[src/rtl/ex_muldiv_unit_pkg.sv]
// rtl/ex_muldiv_unit_pkg.sv - shared op codes, FSM encodings and op decode helpers for ex_muldiv_unit
// Purpose: constants used by the EX-stage multiply/divide unit and its decoder.
// Contents: MULDIV_* op codes, MD_ST_* state encodings, op decode helpers.
package ex_muldiv_unit_pkg;

  localparam int MD_WIDTH = 32;
  localparam int MD_CNT_W = 5;

  // op bus: bit 1 selects divide, bit 0 selects unsigned
  localparam logic [1:0] MULDIV_MULT  = 2'b00;
  localparam logic [1:0] MULDIV_MULTU = 2'b01;
  localparam logic [1:0] MULDIV_DIV   = 2'b10;
  localparam logic [1:0] MULDIV_DIVU  = 2'b11;

  localparam logic [1:0] MD_ST_IDLE = 2'd0;
  localparam logic [1:0] MD_ST_CALC = 2'd1;
  localparam logic [1:0] MD_ST_FIX  = 2'd2;
  localparam logic [1:0] MD_ST_DONE = 2'd3;

  function automatic logic op_is_signed(input logic [1:0] op);
    return ~op[0];
  endfunction

  function automatic logic op_is_div(input logic [1:0] op);
    return op[1];
  endfunction

endpackage

[src/rtl/ex_muldiv_unit.sv]
// rtl/ex_muldiv_unit.sv - iterative 32-bit MULT/MULTU/DIV/DIVU unit for the EX stage
// Purpose: radix-2 shift-add multiplier / restoring divider, fixed 34-cycle latency.
// Ports:
//   clk, rst          clock, asynchronous active-low reset
//   flush             abort any operation in progress (priority over start)
//   start, op         launch an operation (op: 00 MULT, 01 MULTU, 10 DIV, 11 DIVU)
//   operand_1/2       rs (multiplicand / dividend), rt (multiplier / divisor)
//   stall_req         holds IF/ID/EX while the operation is incomplete
//   done              one-cycle pulse when hi/lo carry the result
//   hi, lo            product[63:32]/remainder, product[31:0]/quotient
module ex_muldiv_unit
  import ex_muldiv_unit_pkg::*;
#(
  parameter int WIDTH = MD_WIDTH,
  parameter int CNT_W = MD_CNT_W
) (
  input  logic             clk,
  input  logic             rst,
  input  logic             flush,
  input  logic             start,
  input  logic [1:0]       op,
  input  logic [WIDTH-1:0] operand_1,
  input  logic [WIDTH-1:0] operand_2,
  output logic             stall_req,
  output logic             done,
  output logic [WIDTH-1:0] hi,
  output logic [WIDTH-1:0] lo
);

  logic [1:0]         state_q;
  logic [CNT_W-1:0]   cnt_q;
  // mult: {partial product high, multiplier shifting out}
  // div:  {partial remainder, dividend shifting out / quotient shifting in}
  logic [2*WIDTH-1:0] acc_q;
  logic [WIDTH-1:0]   opnd_q;      // multiplicand or divisor magnitude
  logic               is_div_q;
  logic               neg_res_q;   // negate product / quotient
  logic               neg_rem_q;   // remainder follows dividend sign
  logic               div_zero_q;

  logic             sgn_op;
  logic             neg_1;
  logic             neg_2;
  logic [WIDTH-1:0] abs_1;
  logic [WIDTH-1:0] abs_2;

  always_comb begin
    sgn_op = op_is_signed(op);
    neg_1  = sgn_op & operand_1[WIDTH-1];
    neg_2  = sgn_op & operand_2[WIDTH-1];
    abs_1  = neg_1 ? -operand_1 : operand_1;
    abs_2  = neg_2 ? -operand_2 : operand_2;
  end

  // one radix-2 step of each algorithm
  logic [WIDTH:0]     mul_sum;
  logic [2*WIDTH-1:0] mul_next;
  logic [WIDTH:0]     div_trial;
  logic               div_borrow;
  logic [WIDTH-1:0]   div_diff;
  logic [2*WIDTH-1:0] div_next;

  always_comb begin
    mul_sum  = {1'b0, acc_q[2*WIDTH-1:WIDTH]} + (acc_q[0] ? {1'b0, opnd_q} : '0);
    mul_next = {mul_sum, acc_q[WIDTH-1:1]};

    // remainder shifted left with the next dividend bit: WIDTH+1 bits wide
    div_trial  = acc_q[2*WIDTH-1:WIDTH-1];
    div_borrow = div_trial < {1'b0, opnd_q};
    // when no borrow the difference is below the divisor, so WIDTH bits suffice
    div_diff   = div_trial[WIDTH-1:0] - opnd_q;
    div_next   = div_borrow ? {acc_q[2*WIDTH-2:0], 1'b0}
                            : {div_diff, acc_q[WIDTH-2:0], 1'b1};
  end

  // sign correction applied in FIX
  logic [2*WIDTH-1:0] prod_fix;
  logic [WIDTH-1:0]   quo_fix;
  logic [WIDTH-1:0]   rem_fix;

  always_comb begin
    prod_fix = neg_res_q ? -acc_q : acc_q;
    // divide by zero keeps the raw all-ones quotient; the remainder fix still
    // restores the original dividend because the raw remainder is |dividend|
    quo_fix  = (neg_res_q & ~div_zero_q) ? -acc_q[WIDTH-1:0] : acc_q[WIDTH-1:0];
    rem_fix  = neg_rem_q ? -acc_q[2*WIDTH-1:WIDTH] : acc_q[2*WIDTH-1:WIDTH];
  end

  always_ff @(posedge clk or negedge rst) begin
    if (!rst) begin
      state_q    <= MD_ST_IDLE;
      cnt_q      <= '0;
      acc_q      <= '0;
      opnd_q     <= '0;
      is_div_q   <= 1'b0;
      neg_res_q  <= 1'b0;
      neg_rem_q  <= 1'b0;
      div_zero_q <= 1'b0;
      hi         <= '0;
      lo         <= '0;
    end else if (flush) begin
      state_q <= MD_ST_IDLE;
      cnt_q   <= '0;
    end else begin
      case (state_q)
        MD_ST_IDLE: begin
          if (start) begin
            state_q    <= MD_ST_CALC;
            cnt_q      <= '0;
            is_div_q   <= op_is_div(op);
            neg_res_q  <= neg_1 ^ neg_2;
            neg_rem_q  <= neg_1;
            div_zero_q <= (operand_2 == '0);
            if (op_is_div(op)) begin
              acc_q  <= {{WIDTH{1'b0}}, abs_1};
              opnd_q <= abs_2;
            end else begin
              acc_q  <= {{WIDTH{1'b0}}, abs_2};
              opnd_q <= abs_1;
            end
          end
        end
        MD_ST_CALC: begin
          acc_q <= is_div_q ? div_next : mul_next;
          cnt_q <= cnt_q + 1'b1;
          if (cnt_q == CNT_W'(WIDTH - 1)) begin
            state_q <= MD_ST_FIX;
            cnt_q   <= '0;
          end
        end
        MD_ST_FIX: begin
          if (is_div_q) begin
            hi <= rem_fix;
            lo <= quo_fix;
          end else begin
            hi <= prod_fix[2*WIDTH-1:WIDTH];
            lo <= prod_fix[WIDTH-1:0];
          end
          state_q <= MD_ST_DONE;
        end
        default: state_q <= MD_ST_IDLE;
      endcase
    end
  end

  always_comb begin
    stall_req = ((state_q == MD_ST_IDLE) & start & ~flush) |
                (state_q == MD_ST_CALC) | (state_q == MD_ST_FIX);
    done      = (state_q == MD_ST_DONE) & ~flush;
  end

endmodule

[config.mk]
export PLATFORM = sky130hd
export DESIGN_NAME = ex_muldiv_unit
export DESIGN_NICKNAME = d
export VERILOG_FILES = /design/src/rtl/ex_muldiv_unit_pkg.sv /design/src/rtl/ex_muldiv_unit.sv
export SDC_FILE = /design/constraint.sdc
export NUM_CORES = 1
export LEC_CHECK = 0
export CORE_ASPECT_RATIO = 1.25
export CORE_MARGIN = 5
export CORE_UTILIZATION = 38
export CTS_BUF_LIST = sky130_fd_sc_hd__clkbuf_8 sky130_fd_sc_hd__clkbuf_16
export DETAILED_ROUTE_END_ITERATION = 6
export PLACE_DENSITY = 0.55
export SYNTH_ARGS = -nofsm -noshare
export SYNTH_HDL_FRONTEND = slang
export SYNTH_SLANG_ARGS = --single-unit
[constraint.sdc]
create_clock -name clk -period 4.6 [get_ports clk]
set_clock_uncertainty 0.05 [all_clocks]
set_input_delay 0.46 -clock clk [delete_from_list [all_inputs] [get_ports clk]]
set_output_delay 0.46 -clock clk [all_outputs]
set_load 0.1 [all_outputs]
==> metrics.cfg <==
[synth]
avgSynthCellArea_sq_um=7.66
syn-num-nets=2019
ys_seq_area_share_pct=29.8
ys_ff_latch=171
async_flop_share_pct=100
synth_area_sq_um=14300
postSynthCellCount=1873
synth_edf_count=0
ys.flop_type=dfrtp_1
ys_types=72
synth_warnings=0

[global_routing]
grtUsageTotal_pct=23.5
grt_pass1_wl_microns=76900
grt_max_degree=98
grt_overflow=0
grt_pass1_vias=13703
antenna_found_initial=0

[drt]
ant_nets=0
vias=13763
first_iter_violations=787
avgViaCountPerCell=5.58
wl_microns=49300
wire_per_inst_microns=20.0
dr.pass1.iters=5
drcViolationCount=0

[placement]
portBuffers=135
place_inst=2433
dp_slack_ns=0.622
place_congestion=0.905
hpwl_microns=38800

[run]
drv_cap=0

[pwr]
peakVddDrop_mv=0.618
total_leakage_power_nw=7.34
powerDensity_nw_per_um2=876

[worst_setup_path]
r2r-start=acc_q[32]$_DFFE_PN0P_
arrival_ns=4.27
r2r_end=acc_q[46]$_DFFE_PN0P_
r2r_slack_ns=0.63
r2r_cells=12
crit_path_start_kind=flop
cp-end-kind=flop
path_max_fanout=22
crit_required_ns=4.90
critical_path_class=flop to flop

[timing]
layout_setup_ws_ns=0.631
period_share_pct=86.3
finalSetupViolCount=0
slew_viol_final=0
fin_setup_tns_ns=0
finalHoldViolCount=0
rsz0062_at_grt=false
tightest_slew_ns=1.06
fin_crit_ns=3.97
fmax_mhz=252
maxSlewHeadroom_pct=29.1

[clocking]
cts_sinks=171
cts_root_buf=clkbuf_16
postCtsResizedCells=0
clkTransAtPathRegs_ns=0.07
tritoncts=yes
cts_made_buffers=17
clk_latency_ns=0.46
cts-htree-levels=4
cts_hold_buffers=0
clockBufferDepth=2
cts_setup_buffers=0

[final_layout]
instances_no_fill=2465
drive_gt1_share_pct=6.97
fillers=3762
final_nets=2112
antennaDiodeCount=0
final_cell_mix=242 x nand2_1, 221 x o21ai_0, 206 x nor2_1
multiInputGateArea_sq_um=9400
mostFrequentLayoutCell=nand2_1
area_delta_synth_final_pct=17.4
seq_area_sq_um=4280

[die]
fp-row-count=79
initial_core_util_pct=38.5
chipWidth_microns=184
ioPinCount=136
die_h_microns=227
die_area_sq_um=41800
core_area_sq_um=37300

[min_path]
hold_path_class=primary input to asynchronous set/reset pin

[outcome]
status=complete, no violations

==> cell usage after synthesis, types with 13 or more instances <==
library cell | instances | area (sq um)
nand4_1 | 13 | 81.3
a211oi_1 | 36 | 270
nand2_1 | 242 | 908
o21ai_0 | 221 | 1110
o41ai_1 | 14 | 123
dfrtp_1 | 171 | 4280
a21o_1 | 25 | 188
nand3_1 | 20 | 100
mux2_2 | 31 | 349
xor2_1 | 85 | 744
xnor2_1 | 93 | 815
or3_1 | 18 | 113
nor2b_1 | 14 | 87.6
ha_1 | 74 | 926
nor3_1 | 31 | 155
nor4_1 | 13 | 81.3
nor2_1 | 206 | 773
mux2i_1 | 22 | 220
o31ai_1 | 25 | 188
inv_1 | 68 | 255
a31oi_1 | 13 | 81.3
a21oi_1 | 175 | 876
clkbuf_1 | 101 | 379
==> state kept, by name, summed over array words and instances (netlist names) <==
signal,flops
opnd_q,32
div_zero_q,1
state_q,2
is_div_q,1
neg_res_q,1
hi,32
lo,32
cnt_q,5
acc_q,64
neg_rem_q,1
==> metrics by stage <==
step / instance area, sq um / power [mW] / hold WS, ns / util (%)
global route: 16800 / 15.9 / 0.134 / 45.2
CTS: 16800 / 14.8 / 0.0864 / 45.2
finish: 16800 / 14.7 / 0.0564 / 45.2
floorplan: 14300 / 10.4 / 0.114 / -
detailed placement: 16300 / 13.3 / 0.413 / 43.7
global placement: 16300 / 13.3 / 0.404 / 43.7
==> cell families after synthesis <==
logic type | Yosys count | share of synthesized area, %
simple gates | 619 | 19.2
compound gates | 596 | 24.7
buf+inv | 180 | 4.74
xor+xnor | 178 | 10.9
flops | 171 | 29.8
fa+ha+maj | 76 | 6.74
mux | 53 | 3.97
==> power by group <==
| part | internal (mW) | leakage, nW | switching [mW] | total (mW) |
|---|---|---|---|---|
| sequential | 2.16 | 2.22 | 0.726 | 2.89 |
| combinational | 3.59 | 4.84 | 6.86 | 10.4 |
| clock | 0.724 | 0.278 | 0.686 | 1.41 |
| total | 6.47 | 7.34 | 8.27 | 14.7 |
==> worst max-delay path by stage <==
stage | from | cells after the start | end
after detailed placement | acc_q[32]$_DFFE_PN0P_ | 12 | acc_q[46]$_DFFE_PN0P_
after global routing | acc_q[32]$_DFFE_PN0P_ | 12 | acc_q[46]$_DFFE_PN0P_
final | acc_q[32]$_DFFE_PN0P_ | 12 | acc_q[46]$_DFFE_PN0P_
after global placement | acc_q[32]$_DFFE_PN0P_ | 12 | acc_q[46]$_DFFE_PN0P_
after floorplan | acc_q[0]$_DFFE_PN0P_ | 14 | acc_q[56]$_DFFE_PN0P_
after CTS | acc_q[32]$_DFFE_PN0P_ | 12 | acc_q[46]$_DFFE_PN0P_
==> critical path, cell delays in order, from the launching register on <==
cell     delay [ns]
dfrtp_1        0.48
ha_1           0.32
nor2b_1        0.14
o31a_1         0.28
o22ai_1        0.31
o41a_1         0.32
o22a_1         0.23
a21oi_1        0.17
a21oi_4        0.78
buf_4          0.28
mux2i_1        0.17
o21ai_0        0.08
a22o_1         0.22
==> final cells by class <==
cell class / instances / area share, %
clock buffer: 19 / 2.69
sequential: 171 / 25.4
tap: 486 / 3.61
multi-input combinational: 1522 / 55.9
inverter: 68 / 1.52
clock inverter: 13 / 0.557
timing repair buffer: 186 / 10.3
==> per-layer routing <==
| layer | vias up | GRT usage [%] | share of wire (%) |
|---|---|---|---|
| met5 | - | 0 | 0 |
| met4 | 0 | 12.0 | 5.2 |
| met3 | 98 | 2.75 | 4.1 |
| met2 | 387 | 41.5 | 50 |
| met1 | 6496 | 28.0 | 41 |
| li1 | 6782 | - | - |
(Power assumes the default switching activity.)
